==> src/rtl/multicycle_control_pkg.sv <==
// riscv_defs: shared definitions for the multicycle RV32I control path.
//   - opcode constants for the supported instruction classes
//   - FSM state encoding (also driven on the debug `state` output)
//   - ALUCtrl operation codes, identical to the datapath ALU's encoding
package riscv_defs;

  localparam logic [6:0] OP_R   = 7'b0110011;
  localparam logic [6:0] OP_I   = 7'b0010011;
  localparam logic [6:0] OP_LW  = 7'b0000011;
  localparam logic [6:0] OP_SW  = 7'b0100011;
  localparam logic [6:0] OP_BEQ = 7'b1100011;

  typedef enum logic [2:0] {
    ST_IF  = 3'd0,
    ST_ID  = 3'd1,
    ST_EX  = 3'd2,
    ST_MEM = 3'd3,
    ST_WB  = 3'd4
  } state_t;

  localparam logic [3:0] ALU_AND = 4'b0000;
  localparam logic [3:0] ALU_OR  = 4'b0001;
  localparam logic [3:0] ALU_ADD = 4'b0010;
  localparam logic [3:0] ALU_XOR = 4'b0101;
  localparam logic [3:0] ALU_SUB = 4'b0110;
  localparam logic [3:0] ALU_SLT = 4'b0111;
  localparam logic [3:0] ALU_SRL = 4'b1000;
  localparam logic [3:0] ALU_SLL = 4'b1001;
  localparam logic [3:0] ALU_SRA = 4'b1010;

  // Shared R/I funct3 table. sub_sel picks SUB for funct3=000 (R-type
  // only); sra_sel picks SRA for funct3=101 (both R and I). funct3=011
  // (SLTU) is not supported and falls back to ADD.
  function automatic logic [3:0] alu_from_funct3(input logic [2:0] funct3,
                                                 input logic sub_sel,
                                                 input logic sra_sel);
    logic [3:0] op;
    op = ALU_ADD;
    case (funct3)
      3'b000:  op = sub_sel ? ALU_SUB : ALU_ADD;
      3'b001:  op = ALU_SLL;
      3'b010:  op = ALU_SLT;
      3'b100:  op = ALU_XOR;
      3'b101:  op = sra_sel ? ALU_SRA : ALU_SRL;
      3'b110:  op = ALU_OR;
      3'b111:  op = ALU_AND;
      default: op = ALU_ADD;
    endcase
    return op;
  endfunction

endpackage

==> src/rtl/multicycle_control_alu_decoder.sv <==
// alu_decoder: combinational instruction -> ALUCtrl mapping.
// Ports:
//   instr     in  32  current instruction
//   alu_ctrl  out 4   ALU operation code (riscv_defs ALU_* constants)
module alu_decoder
  import riscv_defs::*;
(
  input  logic [31:0] instr,
  output logic [3:0]  alu_ctrl
);

  logic [6:0] opcode;
  logic [2:0] funct3;
  logic       funct7_b5;

  assign opcode    = instr[6:0];
  assign funct3    = instr[14:12];
  assign funct7_b5 = instr[30];

  // Register/immediate fields are irrelevant to the ALU operation.
  logic unused_fields;
  assign unused_fields = ^{instr[31], instr[29:15], instr[11:7]};

  always_comb begin
    alu_ctrl = ALU_ADD;
    case (opcode)
      OP_R:          alu_ctrl = alu_from_funct3(funct3, funct7_b5, funct7_b5);
      // Bit 30 is immediate data for ADDI, so only SRAI looks at it.
      OP_I:          alu_ctrl = alu_from_funct3(funct3, 1'b0, funct7_b5);
      OP_LW, OP_SW:  alu_ctrl = ALU_ADD;
      OP_BEQ:        alu_ctrl = ALU_SUB;
      default:       alu_ctrl = ALU_ADD;
    endcase
  end

endmodule

==> src/rtl/multicycle_control.sv <==
// multicycle_control: IF/ID/EX/MEM/WB sequencer for an RV32I multicycle
// datapath (R, I-ALU, LW, SW, BEQ). Unknown opcodes walk all five states
// and only update the PC.
// Parameters:
//   MEM_WAIT  extra cycles spent in MEM (0..15)
// Ports:
//   clk       in  1   clock, rising edge
//   rst       in  1   synchronous active-high reset
//   instr     in  32  instruction, stable from ID through WB
//   Zero      in  1   ALU zero flag, captured at the end of EX
//   PCSrc     out 1   1 = PC+branch offset, 0 = PC+4 (qualified by loadPC)
//   ALUSrc    out 1   1 = immediate operand
//   RegWrite  out 1   register-file write strobe (WB)
//   MemToReg  out 1   1 = write back memory data
//   MemWrite  out 1   data-memory write strobe (last MEM cycle)
//   ALUCtrl   out 4   ALU operation code
//   loadPC    out 1   PC update strobe (WB)
//   state     out 3   current FSM state (debug)
module multicycle_control
  import riscv_defs::*;
#(
  parameter int MEM_WAIT = 0
) (
  input  logic        clk,
  input  logic        rst,
  input  logic [31:0] instr,
  input  logic        Zero,
  output logic        PCSrc,
  output logic        ALUSrc,
  output logic        RegWrite,
  output logic        MemToReg,
  output logic        MemWrite,
  output logic [3:0]  ALUCtrl,
  output logic        loadPC,
  output logic [2:0]  state
);

  localparam logic [3:0] MEM_WAIT_W = 4'(MEM_WAIT);

  state_t     st, nxt_state;
  logic [3:0] wait_cnt, nxt_wait;
  logic       zero_q;

  logic [6:0] opcode;
  logic [2:0] funct3;
  logic       is_r, is_i, is_lw, is_sw, is_beq;

  assign opcode = instr[6:0];
  assign funct3 = instr[14:12];
  assign is_r   = (opcode == OP_R);
  assign is_i   = (opcode == OP_I);
  assign is_lw  = (opcode == OP_LW);
  assign is_sw  = (opcode == OP_SW);
  assign is_beq = (opcode == OP_BEQ);

  logic unused_instr;
  assign unused_instr = ^{instr[31:15], instr[11:7]};

  // Level outputs depend only on the instruction.
  assign ALUSrc   = is_i | is_lw | is_sw;
  assign MemToReg = is_lw;
  assign state    = st;

  alu_decoder u_alu_decoder (
    .instr    (instr),
    .alu_ctrl (ALUCtrl)
  );

  // The wait counter is loaded when EX hands over to MEM; the cycle in
  // which it reads zero is the last MEM cycle.
  always_comb begin
    nxt_state = st;
    nxt_wait  = wait_cnt;
    case (st)
      ST_IF:  nxt_state = ST_ID;
      ST_ID:  nxt_state = ST_EX;
      ST_EX: begin
        nxt_state = ST_MEM;
        nxt_wait  = MEM_WAIT_W;
      end
      ST_MEM: begin
        if (wait_cnt == 4'd0) nxt_state = ST_WB;
        else                  nxt_wait  = wait_cnt - 4'd1;
      end
      ST_WB:  nxt_state = ST_IF;
      default: nxt_state = ST_IF;
    endcase
  end

  // Strobes are registered from the state being entered, so each is high
  // for exactly the cycle the FSM spends in the qualifying state.
  always_ff @(posedge clk) begin
    if (rst) begin
      st       <= ST_IF;
      wait_cnt <= 4'd0;
      zero_q   <= 1'b0;
      loadPC   <= 1'b0;
      PCSrc    <= 1'b0;
      RegWrite <= 1'b0;
      MemWrite <= 1'b0;
    end else begin
      st       <= nxt_state;
      wait_cnt <= nxt_wait;
      if (st == ST_EX) zero_q <= Zero;
      loadPC   <= (nxt_state == ST_WB);
      PCSrc    <= (nxt_state == ST_WB) && is_beq && (funct3 == 3'b000) && zero_q;
      RegWrite <= (nxt_state == ST_WB) && (is_r || is_i || is_lw);
      MemWrite <= (nxt_state == ST_MEM) && (nxt_wait == 4'd0) && is_sw;
    end
  end

endmodule

==> config.mk <==
export PLATFORM = sky130hd
export DESIGN_NAME = multicycle_control
export DESIGN_NICKNAME = d
export VERILOG_FILES = /design/src/rtl/multicycle_control_pkg.sv /design/src/rtl/multicycle_control_alu_decoder.sv /design/src/rtl/multicycle_control.sv
export SDC_FILE = /design/constraint.sdc
export NUM_CORES = 1
export LEC_CHECK = 0
export CORE_MARGIN = 5
export CORE_UTILIZATION = 30
export DETAILED_ROUTE_END_ITERATION = 6
export PLACE_DENSITY_LB_ADDON = 0.25
export SLEW_MARGIN = 20
export SYNTH_ARGS = -nofsm -noshare
export SYNTH_HDL_FRONTEND = slang
export SYNTH_SLANG_ARGS = --single-unit
export TNS_END_PERCENT = 50
==> constraint.sdc <==
create_clock -name clk -period 1.52 [get_ports clk]
set_input_delay 0.304 -clock clk [delete_from_list [all_inputs] [get_ports clk]]
set_output_delay 0.304 -clock clk [all_outputs]
set_load 0.02 [all_outputs]
==> metrics.cfg <==
[die]
initial_core_util_pct=32.3
core_sq_um=2020
row_count=16
die_y_microns=56.7
ios=48
chipWidth_microns=56.7
design.die.area_sq_um=3210

[synth]
synthArstFlopShare_pct=0
synthFlopType=dfxtp_1
synthDistinctLibCells=36
synth_compound_area_share_pct=20.5
synth-adder-area-share_pct=1.92
synth_edf_count=0
ys_seq_elements=12
syn_avg_cell_area_sq_um=8.37
synth-warning-count=0
syn-num-nets=114
synth_xor_xnor_area_share_pct=1.34
muxShareOfSynthArea_pct=1.53
synth_top_family_by_area=simple AND/OR/NAND/NOR gates
synthesis.instances=78
yosysSeqAreaShare_pct=36.8
syn_area_sq_um=653
synthSimpleGateAreaFrac_pct=30.5

[sta]
setup_violations=0
hold_slack_ps=487
fin_crit_sh_pct=99.1
rsz0062_at_grt=true
slew_headroom_pct=78.6
skew_ps=0.305
slew_violations=0
finalHoldViolations=0
worst_pin_slew_ps=319
post-route-min-period_ps=1510
fmax_mhz=664

[clocking]
insertion_delay_ps=280
cts_buffer_depth=2
clock-sinks=12
clkTransAtPathRegs_ps=80
root_buffer=clkbuf_4
htreeDepth=1
cts_tree=done
cts-buffers-inserted=3
hold_buffers=0

[cells_and_area]
syn2layout_area_growth_pct=81.2
fin_cells=151
drive_gt1_share_pct=47.6
antenna_cells=0
final_common_cell=buf_4
final_cell_mix=buf_4, dfxtp_1, dlygate4sd2_1
nFillCells=176
fin_util_pct=58.5
stdcell_area_sq_um=1180
nNetsFinal=161

[pwr]
power_mw=0.757
ir_drop_mv=0.344
leakage_nw=0.497
powerDensity_nw_per_um2=640

[critical_path]
required_ps=1220
worst-setup-path-type=in2out
cp_cell_sequence=buf_6 -> nand2_4 -> nor4_4 -> buf_4 -> nand2_4 -> o21ai_2 -> buf_6
cp.arrival_ps=1200
start_kind=input pin
slowest_stage=nor4_4
crit_path_max_incr_delay_ps=260
cp-end-kind=output pin
worstPathMaxFanout=3

[grt]
grt-ovfl-total=0
grt_pass1_wl_microns=3170
grt_pass1_vias=699
antenna_found_initial=0
grt_start_max_net_pins=8
grt_use_total_pct=12.4

[place]
numPortBuffers=26
placed_area_sq_um=1040
place_inst=144
hpwl_microns=1390
place.gp.congestion=0.870

[hold_path]
hold_path.class=reg2reg

[route]
drt-vias-per-instance=4.78
drtPass1Iterations=4
wl_per_cell_microns=13.1
antenna_left=0
vias=722
wl_microns=1970
drtIter0Drc=5
drc=0

[run_status]
status=complete, no violations

[run]
maxCapViolations=0

-- cells in the mapped netlist, types with 2 or more instances --
| master | instances | area (sq um) |
|---|---|---|
| a211oi_1 | 2 | 15.0 |
| a21oi_1 | 4 | 20.0 |
| buf_4 | 2 | 15.0 |
| dfxtp_1 | 12 | 240 |
| inv_1 | 5 | 18.8 |
| nand2_1 | 6 | 22.5 |
| nand3_1 | 2 | 10.0 |
| nor2_1 | 7 | 26.3 |
| nor2b_1 | 2 | 12.5 |
| nor3_1 | 5 | 25.0 |
| o21ai_0 | 5 | 25.0 |
| or2b_1 | 2 | 15.0 |
-- repair_timing --
action / 4_1_cts / 5_1_grt
pin swaps: 7 / 7
setup buffers: 2 / 1
resized for setup: 69 / 24
setup endpoints to repair: 11 / 11
-- path summary, 6_finish.rpt --
| kind | to | cells after the start | slack [ps] | start |
|---|---|---|---|---|
| setup reg to reg | wait_cnt[0]$_SDFF_PP0_ | 6 | 50 | wait_cnt[0]$_SDFF_PP0_ |
| hold reg to reg | zero_q$_SDFFE_PP0P_ | 2 | 490 | zero_q$_SDFFE_PP0P_ |
| setup / recovery | ALUCtrl[2] | 7 | 10 | instr[1] |
| hold / removal | zero_q$_SDFFE_PP0P_ | 2 | 490 | zero_q$_SDFFE_PP0P_ |
-- sequential cells by signal, summed over array words and instances (netlist names) --
name,cells
state,3
RegWrite,1
zero_q,1
loadPC,1
MemWrite,1
wait_cnt,4
PCSrc,1
-- critical path: cells and delay by family --
| kind | cells | cell delay [ps] |
|---|---|---|
| AND/OR/NAND/NOR | 3 | 370 |
| buffers and inverters | 3 | 380 |
| AO/OA/AOI/OAI | 1 | 140 |
-- cell families after synthesis --
kind of cell             Yosys count
AO/OA/AOI/OAI                     19
XOR/XNOR                           1
adder cells (fa/ha/maj)            1
buffers and inverters              9
flip-flops                        12
multiplexers                       1
AND/OR/NAND/NOR                   35
-- metal layers --
layer	track usage (%)	vias to the layer above	routed length [microns]
li1	-	373	-
met1	15.0	331	828
met2	20.6	14	1030
met3	2.06	4	71
met4	7.12	0	45
met5	0	-	0
-- metrics by stage --
stage | setup TNS (ps) | setup WS (ps)
2_1_floorplan | -49.2 | -49.2
3_3_place_gp | -4920 | -810
3_5_place_dp | -5420 | -891
4_1_cts | -55.9 | -42.9
5_1_grt | -110 | -45.8
6_report | 0 | 13.1
-- report_power, final --
group	internal, mW	switching, mW	leakage, nW	total [mW]
Combinational	0.0799	0.0825	0.378	0.162
Sequential	0.323	0.00792	0.0984	0.331
Clock	0.146	0.119	0.0210	0.264
Total	0.548	0.209	0.497	0.757
-- cell type report --
cell class / instances / area (sq um) / area share, %
multi-input cells: 57 / 467 / 39.4
flip-flops and latches: 12 / 243 / 20.5
well taps: 27 / 33.8 / 2.85
clock buffers: 4 / 36.3 / 3.07
inverters: 6 / 22.5 / 1.90
repair buffers: 45 / 382 / 32.2
Note: power is estimated with default switching activity, not from simulation.
